--- src/rtl/hnf_slc_arb_pkg.sv ---
// hnf_slc_arb_pkg: flit payload types and widths shared by the SLC lookup-port
// arbiter, its interface and its testbench.
package hnf_slc_arb_pkg;

  localparam int unsigned TXN_W     = 8;
  localparam int unsigned REQ_OP_W  = 6;
  localparam int unsigned ADDR_W    = 16;
  localparam int unsigned RSP_OP_W  = 4;
  localparam int unsigned RESP_W    = 3;
  localparam int unsigned STARVE_W  = 4;

  // RXREQ flit as seen by the SLC lookup port
  typedef struct packed {
    logic [TXN_W-1:0]    txn_id;
    logic [REQ_OP_W-1:0] opcode;
    logic [ADDR_W-1:0]   addr;
  } reqflit_t;

  // RXRSP flit as seen by the SLC lookup port
  typedef struct packed {
    logic [TXN_W-1:0]    txn_id;
    logic [RSP_OP_W-1:0] opcode;
    logic [RESP_W-1:0]   resp;
  } rspflit_t;

endpackage

--- src/rtl/hnf_slc_arb_if.sv ---
// hnf_slc_arb_if: bundles the RXREQ/RXRSP input handshakes, the quiesce
// control and the SLC output handshake.
//   master : pipe/SLC side (drives valids, flits, quiesce, slc_ready)
//   slave  : arbiter side (drives readys, held flit, arb_idle)
interface hnf_slc_arb_if;
  import hnf_slc_arb_pkg::*;

  logic     req_valid;
  logic     req_ready;
  reqflit_t req_flit;
  logic     rsp_valid;
  logic     rsp_ready;
  rspflit_t rsp_flit;
  logic     quiesce;
  logic     slc_valid;
  logic     slc_ready;
  logic     slc_is_rsp;
  reqflit_t slc_req;
  rspflit_t slc_rsp;
  logic     arb_idle;

  modport master (
    output req_valid, req_flit, rsp_valid, rsp_flit, quiesce, slc_ready,
    input  req_ready, rsp_ready, slc_valid, slc_is_rsp, slc_req, slc_rsp, arb_idle
  );

  modport slave (
    input  req_valid, req_flit, rsp_valid, rsp_flit, quiesce, slc_ready,
    output req_ready, rsp_ready, slc_valid, slc_is_rsp, slc_req, slc_rsp, arb_idle
  );

endinterface

--- src/rtl/hnf_slc_arb.sv ---
// hnf_slc_arb: shares the single SLC/snoop-filter lookup port between the
// RXRSP and RXREQ pipes. Responses win by default; a saturating starvation
// counter lets a waiting request through after STARVE_MAX response wins.
// The winner sits in a one-entry output register with a valid/ready handshake.
// Ports:
//   clock      rising-edge clock
//   reset      synchronous, active-high
//   bus        hnf_slc_arb_if.slave (input handshakes, quiesce, SLC output)
module hnf_slc_arb
  import hnf_slc_arb_pkg::*;
#(
  parameter int unsigned STARVE_MAX = 4
) (
  input  logic clock,
  input  logic reset,
  hnf_slc_arb_if.slave bus
);

  localparam logic [STARVE_W-1:0] STARVE_LIM = STARVE_W'(STARVE_MAX);

  logic [STARVE_W-1:0] starve_cnt;
  logic                load_c;
  logic                grant_rsp_c;
  logic                grant_req_c;

  logic     slc_valid_q;
  logic     slc_is_rsp_q;
  reqflit_t slc_req_q;
  rspflit_t slc_rsp_q;

  // Grant decision: register must be free or draining this cycle
  always_comb begin
    load_c      = ~reset & ~bus.quiesce & (~slc_valid_q | bus.slc_ready);
    grant_rsp_c = load_c & bus.rsp_valid & (~bus.req_valid | (starve_cnt < STARVE_LIM));
    grant_req_c = load_c & bus.req_valid & ~grant_rsp_c;
  end

  assign bus.rsp_ready  = grant_rsp_c;
  assign bus.req_ready  = grant_req_c;
  assign bus.slc_valid  = slc_valid_q;
  assign bus.slc_is_rsp = slc_is_rsp_q;
  assign bus.slc_req    = slc_req_q;
  assign bus.slc_rsp    = slc_rsp_q;
  assign bus.arb_idle   = ~slc_valid_q & ~bus.req_valid & ~bus.rsp_valid;

  // One-entry output register; a held flit drains on slc_ready even under quiesce
  always_ff @(posedge clock) begin
    if (reset) begin
      slc_valid_q  <= 1'b0;
      slc_is_rsp_q <= 1'b0;
      slc_req_q    <= '0;
      slc_rsp_q    <= '0;
    end else if (grant_rsp_c) begin
      slc_valid_q  <= 1'b1;
      slc_is_rsp_q <= 1'b1;
      slc_req_q    <= '0;
      slc_rsp_q    <= bus.rsp_flit;
    end else if (grant_req_c) begin
      slc_valid_q  <= 1'b1;
      slc_is_rsp_q <= 1'b0;
      slc_req_q    <= bus.req_flit;
      slc_rsp_q    <= '0;
    end else if (bus.slc_ready) begin
      slc_valid_q  <= 1'b0;
    end
  end

  // Starvation counter: counts response wins taken while a request waits
  always_ff @(posedge clock) begin
    if (reset) begin
      starve_cnt <= '0;
    end else if (~bus.req_valid | grant_req_c) begin
      starve_cnt <= '0;
    end else if (grant_rsp_c && (starve_cnt < STARVE_LIM)) begin
      starve_cnt <= starve_cnt + STARVE_W'(1);
    end
  end

endmodule

--- src/flat_wrapper.sv ---
// flat-port wrapper written by rule: the top's interface ports become plain ports
module hnf_slc_arb_flat import hnf_slc_arb_pkg::*;
#(
  parameter int unsigned STARVE_MAX = 4
)
  (clock, reset, bus_req_valid, bus_req_flit, bus_rsp_valid, bus_rsp_flit, bus_quiesce, bus_slc_ready, bus_req_ready, bus_rsp_ready, bus_slc_valid, bus_slc_is_rsp, bus_slc_req, bus_slc_rsp, bus_arb_idle);
  hnf_slc_arb_if bus_i ();
  input  logic clock;
  input  logic reset;
  input wire logic [$bits(bus_i.req_valid)-1:0] bus_req_valid;
  input wire logic [$bits(bus_i.req_flit)-1:0] bus_req_flit;
  input wire logic [$bits(bus_i.rsp_valid)-1:0] bus_rsp_valid;
  input wire logic [$bits(bus_i.rsp_flit)-1:0] bus_rsp_flit;
  input wire logic [$bits(bus_i.quiesce)-1:0] bus_quiesce;
  input wire logic [$bits(bus_i.slc_ready)-1:0] bus_slc_ready;
  output wire logic [$bits(bus_i.req_ready)-1:0] bus_req_ready;
  output wire logic [$bits(bus_i.rsp_ready)-1:0] bus_rsp_ready;
  output wire logic [$bits(bus_i.slc_valid)-1:0] bus_slc_valid;
  output wire logic [$bits(bus_i.slc_is_rsp)-1:0] bus_slc_is_rsp;
  output wire logic [$bits(bus_i.slc_req)-1:0] bus_slc_req;
  output wire logic [$bits(bus_i.slc_rsp)-1:0] bus_slc_rsp;
  output wire logic [$bits(bus_i.arb_idle)-1:0] bus_arb_idle;
  assign bus_i.req_valid = bus_req_valid;
  assign bus_i.req_flit = bus_req_flit;
  assign bus_i.rsp_valid = bus_rsp_valid;
  assign bus_i.rsp_flit = bus_rsp_flit;
  assign bus_i.quiesce = bus_quiesce;
  assign bus_i.slc_ready = bus_slc_ready;
  assign bus_req_ready = bus_i.req_ready;
  assign bus_rsp_ready = bus_i.rsp_ready;
  assign bus_slc_valid = bus_i.slc_valid;
  assign bus_slc_is_rsp = bus_i.slc_is_rsp;
  assign bus_slc_req = bus_i.slc_req;
  assign bus_slc_rsp = bus_i.slc_rsp;
  assign bus_arb_idle = bus_i.arb_idle;
  hnf_slc_arb #(.STARVE_MAX(STARVE_MAX)) u_core (.clock(clock), .reset(reset), .bus(bus_i));
endmodule
--- config.mk ---
export PLATFORM = sky130hd
export DESIGN_NAME = hnf_slc_arb_flat
export DESIGN_NICKNAME = d
export VERILOG_FILES = /design/src/rtl/hnf_slc_arb_pkg.sv /design/src/rtl/hnf_slc_arb_if.sv /design/src/rtl/hnf_slc_arb.sv /design/src/flat_wrapper.sv
export SDC_FILE = /design/constraint.sdc
export NUM_CORES = 1
export LEC_CHECK = 0
export CORE_ASPECT_RATIO = 1.75
export CORE_UTILIZATION = 39
export CTS_BUF_LIST = sky130_fd_sc_hd__clkbuf_2 sky130_fd_sc_hd__clkbuf_4 sky130_fd_sc_hd__clkbuf_8
export DETAILED_ROUTE_END_ITERATION = 16
export GPL_TIMING_DRIVEN = 0
export PLACE_DENSITY = 0.82
export SLEW_MARGIN = 20
export SYNTH_ARGS = -nofsm -noshare
export SYNTH_HDL_FRONTEND = slang
export SYNTH_SLANG_ARGS = --single-unit
--- constraint.sdc ---
create_clock -name clock -period 1.7 [get_ports clock]
set_input_delay 0.34 -clock clock [delete_from_list [all_inputs] [get_ports clock]]
set_output_delay 0.34 -clock clock [all_outputs]
set_load 0.02 [all_outputs]
==> results of run 1 <==
==> power by group through the flow <==
stage / registers (mW) / logic (mW) / clock network, mW
after floorplan: 1.33 / 0.107 / 0
after global placement: 1.28 / 0.377 / 0
after detailed placement: 1.28 / 0.383 / 0
after CTS: 1.26 / 0.393 / 0.846
after global routing: 1.26 / 0.419 / 0.895
final: 1.26 / 0.396 / 0.822
==> registers in the layout (all words and copies together), names as in the netlist <==
register,cells
u_core.bus.slc_valid,1
u_core.starve_cnt,4
u_core.bus.slc_is_rsp,1
u_core.bus.slc_rsp,15
u_core.bus.slc_req,30
==> timing repair <==
action / in CTS / in global routing
pin swaps: 2 / 1
buffers inserted: 7 / 1
endpoints found under the setup margin: 12 / 4
resized for setup: 25 / 5
==> cells by family after synthesis <==
family | count (synthesis) | share of synthesized area (%)
AOI/OAI and AO/OA | 55 | 27.5
adders and majority gates | 1 | 0.721
buffers and inverters | 10 | 3.60
DFF | 51 | 58.8
and+or+nand+nor | 18 | 9.37
==> path summary, 6_finish.rpt <==
kind	end	slack, ns	cells after the start
worst max-delay path	bus_req_ready	0.007	4
worst min-delay path	u_core.bus.slc_valid$_SDFFE_PP0P_	0.39	2
worst max register to register	u_core.bus.slc_rsp[4]$_SDFFE_PP0P_	0.18	5
worst min register to register	u_core.bus.slc_rsp[2]$_SDFFE_PP0P_	0.48	1
==> layout make-up <==
type                       instances  area share [%]
timing repair buffer             108            35.5
sequential                        51            34.4
multi-input combinational         74            22.3
clock buffer                       6            2.56
buffer                             9            2.14
tap                               49            2.06
clock inverter                     1            1.01
==> cell usage after synthesis (2+ instances only) <==
cell | n | area [µm²]
nor2_1 | 4 | 15.0
a21oi_1 | 3 | 15.0
nand2b_1 | 2 | 12.5
a22o_1 | 34 | 298
a22o_2 | 11 | 110
buf_6 | 2 | 22.5
nand4b_1 | 2 | 17.5
o21ai_0 | 4 | 20.0
nor3b_1 | 2 | 15.0
buf_2 | 8 | 40.0
dfxtp_1 | 51 | 1020
==> metrics by stage <==
stage                     TNS (ns)  utilization, %  std cells  hold slack (ns)  cell area, µm²
final                            0            71.1        298            0.386            2980
after global routing       -0.0734            71.1        298            0.392            2980
after CTS                 -0.00609            70.7        297            0.381            2960
after detailed placement    -14.91            66.8        284            0.454            2800
after global placement      -14.78            66.8        284            0.455            2800
after floorplan                  0               -        135            0.412            1740
==> worst max-delay path, cell delays in order (launching register included) <==
cell and delay (ns):
dfxtp_2 0.33, nor2b_4 0.16, nor4_4 0.31, buf_6 0.15
buf_6 0.11
==> layer usage <==
layer / global-route usage (%) / up-vias
li1: - / 738
met1: 23.0 / 718
met2: 38.5 / 62
met3: 4.40 / 11
met4: 11.6 / 0
met5: 0 / -
==> results by group, run 1 <==
Outcome
  • Status: completed

Clock network
  • Maximum clock path buffer count: 2
  • CTS H-Tree Depth: 2
  • Total CTS buffers: 5
  • Clock slew at reported path FFs: about 0.090 ns
  • Root Driver: clkbuf_8
  • Worst-skew pair later-pin latency: about 0.30 ns
  • CTS tree: built
  • CTS sink count: between 50 and 60
  • Hold-fix buffers, CTS: 0

STA
  • FMAX: around 0.59 GHz
  • Final setup vio count: 0
  • Worst-margin pin slew: roughly 0.28 ns
  • Slew Viols, Final: 0
  • Final hold viol count: 0
  • RSZ-0062 raised after global routing: true
  • Worst rel slew slack: approximately 82%
  • Final setup margin: roughly 0.0074 ns
  • Clock skew: between 0.007 and 0.008 ns
  • Share of the clock period used by the worst path: between 90% and 100%
  • Min Tclk post-route: 1.69 ns

Detailed routing
  • Vias: between 1500 and 2000
  • Vias/cell: just over 5
  • DRT Pass-1 Iters: 4
  • DRT iter0 DRCs: 15
  • Final ANT Viol Nets: 0
  • Drt drc: 0
  • Drt total wl: just under 5000 µm
  • Routed met2 length: between 2000 and 3000 µm
  • Routed wire length per instance: approximately 17 µm
  • Max layer used: met4
  • Wire length on met1: 1870 µm
  • Met3 Routed Length: 228 µm

Final layout
  • Share of cells above drive strength 1: between 10% and 20%
  • Area of the multi-input gates: 666 µm²
  • Synthesis-to-finish area growth: 71.7%
  • Most frequent cells in the layout: 91 x clkdlybuf4s50_1, 49 x dfxtp_1, 34 x a22o_1, 11 x a22o_2, 9 x buf_4
  • Diode count: 0
  • FILL cells: around 330
  • Reg area: approximately 1000 µm²
  • Most common cell after layout, fill and taps aside: clkdlybuf4s50_1
  • Nets: 301

Global route
  • First-pass GRT wire length: roughly 7500 µm
  • Vias in the first global route: 1531
  • Total Routing Usage GR: 21.9%
  • Largest net degree at the start of global routing: 15
  • Initial antenna violation count: 0
  • GRT overflow: 0

Synth
  • Seq/Total Area, Yosys: 58.8%
  • Predominant post-synthesis flop cell: dfxtp_1
  • Total number of yosys warnings: 0
  • Mapped Cells: ~140
  • Async set-or-reset flop fraction in the synthesized netlist: 0%
  • Yosys reg bits: around 50
  • Post-synth EDFFs: 0
  • Post-synthesis cell type count: 23
  • Cell area after synthesis: 1740 µm²
  • Syn Area/Cell: ~13 µm²
  • Post-Syn Nets: ~190

Pwr
  • P per Cell Area: 831 nW/µm²
  • Psw: ~560 µW
  • Internal cell power: about 1.9 mW
  • Comb pwr share: between 10% and 20%
  • Sw Ratio: between 20% and 30%
  • Leakage: around 1.2 nW
  • Clk pwr share: between 30% and 40%
  • Reg power frac: around half
  • Power Total: 2.47 mW
  • IR Drop Worst-Case VDD: ~0.00065 V

Critical path
  • Worst setup SP type: register
  • Worst path required time: 1.36 ns
  • R2R Path Start: u_core.bus.slc_valid$_SDFFE_PP0P_
  • Crit path max fanout: 8
  • WS Path Type: reg2out
  • Arrival time worst endpoint: 1.35 ns
  • Setup crit end kind: primary output
  • Setup crit start: u_core.bus.slc_valid$_SDFFE_PP0P_

Worst hold path
  • Hold path startpoint: reset
  • Hold WC Path Type: in2reg

Floorplan
  • IO Pins: about 100
  • Core area: between 4000 and 5000 µm²
  • Starting Density: around 41%
  • Die area: ~4700 µm²
  • Die height: 90.2 µm
  • Row count: 31
  • Die X: about 52 µm

Placement
  • Port buffer count: 100
  • Pre-CTS WS: -1.08 ns
  • Gpl congestion: 0.770
  • Dpl hpwl: between 3000 and 4000 µm

Flow run
  • Max-Cap Viols: 0
Power figures use the tool's default switching activity.
==> run 2, diff against run 1 <==
--- a/config.mk
+++ b/config.mk
@@ -6,11 +6,13 @@
 export NUM_CORES = 1
 export LEC_CHECK = 0
 export CORE_ASPECT_RATIO = 1.75
-export CORE_UTILIZATION = 39
+export CORE_UTILIZATION = 55
 export CTS_BUF_LIST = sky130_fd_sc_hd__clkbuf_2 sky130_fd_sc_hd__clkbuf_4 sky130_fd_sc_hd__clkbuf_8
 export DETAILED_ROUTE_END_ITERATION = 16
+export DONT_BUFFER_PORTS = 1
 export GPL_TIMING_DRIVEN = 0
-export PLACE_DENSITY = 0.82
+export MAX_ROUTING_LAYER = met4
+export PLACE_DENSITY = 0.7
 export SLEW_MARGIN = 20
 export SYNTH_ARGS = -nofsm -noshare
 export SYNTH_HDL_FRONTEND = slang
==> run 2 against run 1 <==
  * Hold slack got worse by 0.30 ns
  * Register-to-register slack worse by 0.11 ns
  * Sequential cell count did not move
  * Wire length fell by 28%
  * Clock skew decreased by 0.0041 ns
  * Highest routed layer unchanged
  * First-iteration DRC count did not move
  * Via count shrank 25%
==> results by group, run 2 (same netlist as run 1, synthesis figures left out) <==
Pwr
  • Clk pwr share: 36.1% (+2.9 points)
  • Sw Ratio: 23.2% (+0.61 points)
  • P per Cell Area: 1150 nW/µm² (+38%)
  • Psw: 526 µW (-5.9%)
  • Internal cell power: 1.74 mW (-9.1%)
  • Power Total: 2.27 mW (-8.4%)
  • Leakage: 0.801 nW (-33%)
  • IR Drop Worst-Case VDD: 0.000975 V (+49%)
  • Comb pwr share: 6.1% (-9.9 points)
  • Reg power frac: 57.8% (+7.0 points)

Detailed routing
  • DRT Pass-1 Iters: 4 (unchanged)
  • Drt drc: 0 (unchanged)
  • Drt total wl: 3560 µm (-28%)
  • Final ANT Viol Nets: 0 (unchanged)
  • DRT iter0 DRCs: 15 (unchanged)
  • Vias/cell: 5.95 (+16%)
  • Routed wire length per instance: 18.4 µm (+11%)
  • Vias: 1154 (-25%)

Critical path
  • Worst path required time: 1.36 ns (about the same)
  • Crit path max fanout: 5 (-3)
  • Worst setup SP type: register
  • Setup crit end kind: primary output
  • R2R Path Start: u_core.bus.slc_valid$_SDFFE_PP0P_
  • Setup crit start: u_core.bus.slc_valid$_SDFFE_PP0P_
  • WS Path Type: reg2out
  • Arrival time worst endpoint: 1.32 ns (-0.03 ns)

Floorplan
  • Die area: 3390 µm² (-28%)
  • Starting Density: 58.6% (+17 points)
  • Core area: 2960 µm² (-29%)
  • Die height: 76.3 µm (-15%)
  • IO Pins: 101 (unchanged)
  • Die X: 44.5 µm (-15%)
  • Row count: 26 (-16%)

Clock network
  • CTS tree: built
  • Worst-skew pair later-pin latency: 0.30 ns (about the same)
  • Clock slew at reported path FFs: 0.09 ns (about the same)
  • Total CTS buffers: 5 (unchanged)
  • CTS sink count: 51 (unchanged)
  • Maximum clock path buffer count: 2 (unchanged)
  • Root Driver: clkbuf_8
  • CTS H-Tree Depth: 2 (unchanged)

Global route
  • First-pass GRT wire length: 5710 µm (-24%)
  • GR peak layer: met2
  • Initial antenna violation count: 0 (unchanged)
  • Largest net degree at the start of global routing: 17 (+2)
  • Vias in the first global route: 1275 (-17%)
  • GR Util met1: 25.2% (+2.1 points)
  • GRT overflow: 0 (unchanged)
  • Total Routing Usage GR: 23.0% (+1.1 points)
  • Routing usage on met3: 6.16% (+1.8 points)
  • Met2 Usage GRT: 36.9% (-1.6 points)

STA
  • Clock skew: 0.00335 ns (-0.00415 ns)
  • Min Tclk post-route: 1.66 ns (-0.0345 ns)
  • Worst-margin pin slew: 0.608 ns (+0.332 ns)
  • Final hold viol count: 0 (unchanged)
  • Worst rel slew slack: 59.1% (-22 points)
  • Slew Viols, Final: 0 (unchanged)
  • Setup TNS: 0 ns (unchanged)
  • Share of the clock period used by the worst path: 97.5% (-2.0 points)
  • Final setup vio count: 0 (unchanged)
  • RSZ-0062 raised after global routing: true
  • FMAX: 0.603 GHz (+2.1%)

Placement
  • Gpl congestion: 0.713 (-7.4%)
  • Dpl hpwl: 2510 µm (-29%)
  • DP Cell Count: 177 (-38%)
  • Post-DP Area: 1790 µm² (-36%)
  • Port buffer count: 0 (-100%)

Final layout
  • Post-Layout Inst Area: 1980 µm² (-34%)
  • Max reg flops: 30 (unchanged)
  • Share of cells above drive strength 1: 30.3% (+11 points)
  • Non-Filler Instances: 194 (-35%)
  • Nets: 203 (-33%)
  • Diode count: 0 (unchanged)
  • Most common cell after layout, fill and taps aside: dfxtp_1
  • FILL cells: 242 (-26%)
  • Synthesis-to-finish area growth: 14.0%
  • Most frequent cells in the layout: 50 x dfxtp_1, 34 x a22o_1, 11 x a22o_2, 9 x buf_4, 8 x buf_2

Worst hold path
  • Hold path startpoint: reset
  • Hold WC Path Type: in2reg

Outcome
  • Status: completed

Flow run
  • Max-Cap Viols: 0 (unchanged)
[run 2: power by group through the flow]
stage               clock [mW]  sequential, mW  combinational [mW]
floorplan                    0            1.33               0.107
global placement             0            1.34               0.122
detailed placement           0            1.34               0.127
CTS                      0.843            1.31               0.133
global route             0.893            1.32               0.152
finish                   0.817            1.31               0.139
[run 2: repair_timing]
item / 4_1_cts / 5_1_grt
hold buffers: 0 / 0
gates resized for setup: 4 / 4
setup buffers: 6 / 2
gates cloned: 1 / 1
pin swaps: 2 / 2
setup endpoints to repair: 2 / 22
[run 2: layout make-up]
| cell class | instances | area [µm²] | share of cell area (%) |
|---|---|---|---|
| flip-flops and latches | 51 | 1020 | 51.8 |
| multi-input cells | 74 | 658 | 33.3 |
| repair buffers | 10 | 70.1 | 3.54 |
| clock buffers | 5 | 68.8 | 3.48 |
| plain buffers | 9 | 60.1 | 3.04 |
| well taps | 42 | 52.6 | 2.66 |
| clock inverters | 3 | 43.8 | 2.21 |
[run 2: stage by stage]
stage	util [%]	setup slack (ns)	hold slack [ns]
floorplan	-	0.104	0.412
global placement	60.4	-0.0210	0.415
detailed placement	60.4	-0.0244	0.415
CTS	65.8	0.00544	0.0791
global route	66.8	-0.0135	0.0760
finish	66.8	0.0419	0.0909
[run 2: final timing paths]
| kind | to | slack (ns) | depth (start not counted) |
|---|---|---|---|
| setup / recovery | bus_rsp_ready | 0.04 | 3 |
| hold / removal | u_core.bus.slc_valid$_SDFFE_PP0P_ | 0.09 | 1 |
| setup reg to reg | u_core.bus.slc_req[6]$_SDFFE_PP0P_ | 0.07 | 7 |
| hold reg to reg | u_core.starve_cnt[1]$_SDFFE_PP0P_ | 0.51 | 2 |
[run 2: worst max-delay path, cell delays in order (launching register included)]
cell	delay, ns
dfxtp_4	0.38
nor2b_4	0.15
nor4b_4	0.29
buf_6	0.19
[run 2: layer usage]
| metal | part of all wire, % | routed length (µm) |
|---|---|---|
| met2 | 52 | 1850 |
| met1 | 39 | 1400 |
| met5 | 0 | 0 |
| met4 | 2.4 | 85 |
| met3 | 6.3 | 224 |
